## config.mk

```make
export PLATFORM = sky130hd
export DESIGN_NAME = a2d_sequencer
export DESIGN_NICKNAME = d
export VERILOG_FILES = /design/src/rtl/a2d_sequencer.sv
export SDC_FILE = /design/constraint.sdc
export NUM_CORES = 1
export LEC_CHECK = 0
export ABC_CLOCK_PERIOD_IN_PS = 2450
export BUFFER_PORTS_ARGS = -buffer_cell sky130_fd_sc_hd__buf_2
export CORE_MARGIN = 2
export CORE_UTILIZATION = 53
export CTS_CLUSTER_DIAMETER = 60
export DETAILED_ROUTE_END_ITERATION = 8
export HOLD_SLACK_MARGIN = 0.1
export PLACE_DENSITY = 0.83
export SETUP_SLACK_MARGIN = 0.02
export SYNTH_ARGS = -nofsm -noshare
export SYNTH_HDL_FRONTEND = slang
export SYNTH_SLANG_ARGS = --single-unit
```

## constraint.sdc

```tcl
create_clock -name clk -period 2.45 [get_ports clk]
set_input_delay 0.49 -clock clk [delete_from_list [all_inputs] [get_ports clk]]
set_output_delay 0.49 -clock clk [all_outputs]
set_load 0.05 [all_outputs]
```

## src/rtl/a2d_sequencer.sv

```systemverilog
// a2d_sequencer: round-robin A2D sampler (ch 0/4/5), two SPI transactions per sample.
// Optional macro A2D_AVG_EN: each update averages the new sample with the previous one.
module a2d_sequencer #(
  parameter int GAP_CYCLES = 2
) (
  input  logic        clk,
  input  logic        rst_n,
  input  logic        nxt,
  output logic        wrt,
  output logic [15:0] cmd,
  input  logic        done,
  input  logic [15:0] rd_data,
  output logic [11:0] lft_ld,
  output logic [11:0] rght_ld,
  output logic [11:0] batt,
  output logic        vld,
  output logic        busy
);

  typedef enum logic [1:0] {
    IDLE,
    CMD,
    GAP,
    READ
  } state_t;

  state_t      state;
  logic [2:0]  ch;
  logic [3:0]  gap_cnt;
  logic [2:0]  sel;
  logic [11:0] sample;
  logic [11:0] upd_v;
  logic        capture;
  logic        unused_hi;

  assign busy      = (state != IDLE);
  assign sample    = rd_data[11:0];
  assign unused_hi = ^rd_data[15:12];
  assign capture   = (state == READ) && done;
  assign sel       = {ch == 3'd5, ch == 3'd4, ch == 3'd0};

`ifdef A2D_AVG_EN
  logic [2:0]  seen;
  logic [11:0] cur_v;
  logic [12:0] sum;

  always_comb begin
    cur_v = batt;
    unique case (1'b1)
      sel[0]:  cur_v = lft_ld;
      sel[1]:  cur_v = rght_ld;
      default: cur_v = batt;
    endcase
  end

  assign sum   = {1'b0, cur_v} + {1'b0, sample} + 13'd1;
  assign upd_v = ((seen & sel) != 3'b000) ? 12'(sum >> 1) : sample;

  // first sample per channel loads raw so reset zeros never bias the average
  always_ff @(posedge clk or negedge rst_n) begin
    if (!rst_n) begin
      seen <= 3'b000;
    end else if (capture) begin
      seen <= seen | sel;
    end
  end
`else
  assign upd_v = sample;
`endif

  always_ff @(posedge clk or negedge rst_n) begin
    if (!rst_n) begin
      state   <= IDLE;
      ch      <= 3'd0;
      gap_cnt <= 4'd0;
      wrt     <= 1'b0;
      vld     <= 1'b0;
      cmd     <= 16'h0000;
      lft_ld  <= 12'h000;
      rght_ld <= 12'h000;
      batt    <= 12'h000;
    end else begin
      wrt <= 1'b0;
      vld <= 1'b0;
      unique case (state)
        IDLE: begin
          if (nxt) begin
            wrt   <= 1'b1;
            cmd   <= {2'b00, ch, 11'h000};
            state <= CMD;
          end
        end
        CMD: begin
          if (done) begin
            gap_cnt <= GAP_CYCLES[3:0];
            state   <= GAP;
          end
        end
        GAP: begin
          if (gap_cnt <= 4'd1) begin
            gap_cnt <= 4'd0;
            wrt     <= 1'b1;
            state   <= READ;
          end else begin
            gap_cnt <= gap_cnt - 4'd1;
          end
        end
        READ: begin
          if (done) begin
            vld   <= 1'b1;
            state <= IDLE;
            unique case (1'b1)
              sel[0]: begin
                lft_ld <= upd_v;
                ch     <= 3'd4;
              end
              sel[1]: begin
                rght_ld <= upd_v;
                ch      <= 3'd5;
              end
              default: begin
                batt <= upd_v;
                ch   <= 3'd0;
              end
            endcase
          end
        end
        default: state <= IDLE;
      endcase
    end
  end

endmodule

```

* Word-level counts from Yosys, hierarchy flattened
Cells that the tools add are included.
Widths: inputs -> output; s select.
** Storage, ports and cells
- Logic and storage cells :: 46
- Output and inout port bits :: 55
- Bits in registers :: 50
- Input bits :: 20
** Operators by class
- Reductions and logical operators :: 12
- Mux-type cells :: 14
- $add $sub $neg :: 1
- Magnitude comparators :: 1
- Eq/ne operators :: 8
- Bitwise gates (word level) :: 1
** Operators with widths (count)
- $reduce_and 3->1 :: 3
- $mux 2 :: 4
- $mux 4 :: 2
- $ne 2x2->1 const B :: 4
- $pmux 2 s4 :: 1
- $pmux 4 s2 :: 1
- $pmux 3 s2 :: 1
- $reduce_and 2->1 :: 3
- $eq 2x2->1 const B :: 2
- $le 4x1->1 const B :: 1
- $mux 1 :: 4
- $reduce_and 4->1 :: 1
- $reduce_bool 2->1 :: 2
- $sub 4x1->4 const B :: 1
- $eq 3x3->1 const B :: 1
- $logic_not 3->1 :: 1
- $eq 2x1->1 const B :: 1
- $logic_not 2->1 :: 1
- $pmux 1 s2 :: 1
- $reduce_or 2->1 :: 1
- $not 1->1 :: 1

* Longest topological paths before layout
- Depth in word-level cells :: 4
- Mapped depth :: 7
- Gate-level depth less buffers :: 6

* Worst setup path before layout
Ideal clock, no wire load.
- Path kind :: reg-to-reg
- From :: reg state[0]
- To :: reg state[1]
- Path slack :: 0.671 ns
- Period minus slack after synthesis :: 1.779 ns
- Path buffers :: 0
- Data arrival time :: 1.654 ns
- Library setup time :: 0.125 ns
- Cell stages (with the launch flop) :: 7
- Data required time :: 2.325 ns
- Cell sequence :: dfrtp_1 > inv_1 > ha_1 > inv_1 > o22ai_1 > a21oi_1 > mux2_2
** On the way
- Longest elaborated chain between the ends :: 3
- Elaborated cells between the ends (all ways) :: 10
- Classes of those cells :: 7 x eq/ne; 1 x mux; 2 x reduce/logical
** Ends and longest elaborated chain
- start: declaration :: line 27 : state_t state;
- start signal: assignment :: line 73 : state <= IDLE;
- start signal: assignment :: line 90 : state <= CMD;
- start signal: assignment :: line 96 : state <= GAP;
- $eq 2x2->1, or another cell as far along :: line 85 : unique case (state)
- $ne 2x2->1 (no source line)
- $reduce_and 4->1 (no source line)
Parallel ways exist; a longest one is shown, timed or not.
A chain may end at the register's enable or synchronous reset.

* Final worst setup path
- From :: reg state[0]
- To :: out busy
** On the way
- Longest elaborated chain between the ends :: 1
** Ends and longest elaborated chain
- $reduce_bool 2->1 :: line 36 : assign busy = (state != IDLE);
- end: declaration :: line 17 : output logic busy
Every way passes these cells.

==> summary.txt <==
Outcome
  • Outcome: complete, no violations

Clocking
  • Clock latency on the worst-skew pair: 0.30 ns
  • CTS Hold Buffers Added: 0
  • Post_cts resized: 0
  • CTS tree: done
  • CTS buffer count: 5
  • Clock-pin slew on the worst setup and hold paths: 0.09 ns
  • CTS root buffer: clkbuf_8
  • H-tree depth: 2
  • Clk sink count: 48
  • Post-CTS setup buffer count: 0
  • Maximum clock path buffer count: 2

Global route
  • Aggregate global routing overflow: 0
  • Initial antenna violation count: 0
  • Vias in the first global route: around 1300
  • GRT Overall Usage: 0.174
  • Largest net degree at the start of global routing: 27
  • First-pass GRT wire length: 5.86 mm

Finish
  • Syn-to-layout area delta: 16.2%
  • Nets: 241
  • Post-Layout Cell Count: 264
  • Final core occ: 0.639
  • Ratio of cells with drive above 1 in the final layout: 0.519
  • Diodes inserted: 0

Synth
  • Yosys top cell area share: 0.550
  • Post-synth EDFFs: 0
  • Cells after Synth: 153
  • Most common cell in the netlist: dfrtp_1
  • Seq/Total Area, Yosys: 0.550
  • Largest area contributor in the netlist: dfrtp_1
  • Seq cells post-synth: 48
  • Syn avg cell area: around 14 um2
  • Synth top area cells: dfrtp_1 (55%), mux2_4 (12%), mux2_2 (11%), buf_4 (4.8%), ha_1 (4.0%)
  • Commonest cells post-synth: dfrtp_1 (48), mux2_2 (21), mux2_4 (18)
  • Asr flop ratio synth: 1.00
  • Yosys warnings: 0
  • Netlist cell types: 28
  • Post-Syn Area: 0.00218 mm2
  • Main flop type after synthesis: dfrtp_1

Place
  • IO Port Bufs: 56
  • Placed cell count: 257
  • HPWL Detailed: 2.81 mm
  • Global placement routability congestion: between 0.7 and 0.8

Setup path
  • Critical path's most frequent cell: inv_1
  • Buffers plus inverters on the worst setup path: 3
  • WS Path Type: reg -> out
  • R2R depth: 5
  • Reg2reg end: lft_ld[0]$_DFFE_PN0P_
  • WP data required: 1.96 ns
  • Reg2reg start: state[0]$_DFFE_PN0P_
  • CP cell instances: inv_1 -> ha_1 -> inv_1 -> buf_2
  • CP peak stage delay: 0.40 ns
  • Crit path max fanout: 4
  • Crit start category: register
  • Nature of the critical path endpoint: primary output
  • R2R Setup Slk: 0.71 ns
  • Critical Path AT: 1.34 ns
  • Slowest CP cell: dfrtp_1
  • Crit path max-delay family: buffers and inverters

Routing
  • Avg WL per Cell: 14.0 um
  • Drt drc: 0
  • Pre-Repair DR Iteration Count: 4
  • DR vias: between 1000 and 1500
  • DRT iter0 DRCs: 61
  • ANT nets after route: 0
  • Average vias per placed instance: 4.94
  • Final wirelength: 3.69 mm

Timing
  • Final hold vios: 0
  • Slew HR: 0.631
  • Post-layout min period: 1.83 ns
  • Total negative slack: 0 ns
  • Max Clk Rate: 548 MHz
  • Final period utilization: 0.745
  • RSZ-0062 raised after global routing: false
  • Final setup fails: 0
  • Slew @ Worst Pin: 0.553 ns
  • Max-slew violation count: 0
  • Clock Skews: 0.00858 ns

Hold path
  • Worst hold path type: in -> async

Floorplanning
  • Io pins: 75
  • Initial Util: 0.550
  • Std-Cell Rows: 23
  • CORE AREA: between 0.003 and 0.004 mm2
  • Die X-Extent: 68.2 um
  • Die Height: roughly 70 um
  • Die area: around 0.0047 mm2

Run
  • Maxcap violations: 0
-- area by class of cell --
type / instances / area [um2]
multi-input cells: 93 / 863
well taps: 50 / 62.6
inverters: 7 / 26.3
flip-flops and latches: 48 / 1200
clock buffers: 5 / 68.8
fillers: 314 / 1430
repair buffers: 59 / 303
clock inverters: 2 / 12.5
-- cell families after synthesis --
family | share of synthesized area
flip-flops | 0.550
multiplexers | 0.237
buffers and inverters | 0.0773
AND/OR/NAND/NOR | 0.0510
AO/OA/AOI/OAI | 0.0435
adder cells (fa/ha/maj) | 0.0401
other | 0.00172
-- state kept, by name (all words and copies together) (netlist names) --
name	flops
batt	12
lft_ld	12
rght_ld	12
gap_cnt	4
ch	2
cmd	2
state	2
vld	1
wrt	1
-- routing by layer --
| metal | GRT usage | share of wire | up-vias |
|---|---|---|---|
| met3 | 0.0428 | 0.059 | 7 |
| met2 | 0.279 | 0.50 | 43 |
| li1 | - | - | 618 |
| met4 | 0.0750 | 0.013 | 0 |
| met5 | 0 | 0 | - |
| met1 | 0.225 | 0.43 | 636 |
-- worst max path at each step --
stage                    startpoint                     to  slack, ns  cells past startpoint
2_1_floorplan  state[0]$_DFFE_PN0P_   state[1]$_DFFE_PN0P_       0.67                      6
3_5_place_dp                   done  lft_ld[0]$_DFFE_PN0P_       0.70                      5
4_1_cts        state[0]$_DFFE_PN0P_                   busy       0.62                      4
5_1_grt        state[0]$_DFFE_PN0P_                   busy       0.55                      4
6_report       state[0]$_DFFE_PN0P_                   busy       0.62                      4
3_3_place_gp                   done  lft_ld[1]$_DFFE_PN0P_       0.72                      5
-- layout by cell type, fill, tap and decap left out, drive strengths merged --
master,count
mux2,39
a22o,1
conb,14
clkbuf,5
nand3b,1
a21oi,4
o22ai,1
o311a,1
nor3,1
mux2i,1
clkinvlp,1
o21a,1
buf,59
dfrtp,48
clkinv,1
nand2b,1
a21o,1
nand3,3
nor2,4
o21ai,5
nand2,7
inv,7
o32a,1
ha,7
-- stage by stage --
stage / hold slack [ns] / worst slack, ns / cell area (um2)
final: 0.168 / 0.625 / 2540
after global routing: 0.214 / 0.551 / 2540
after CTS: 0.182 / 0.618 / 2540
after detailed placement: 0.489 / 0.697 / 2460
after global placement: 0.484 / 0.719 / 2460
after floorplan: 0.194 / 0.671 / 2230
Power is left out: the tool's default activity adds up to more than one toggle a clock period on the data nets, which glitch-free logic cannot reach.
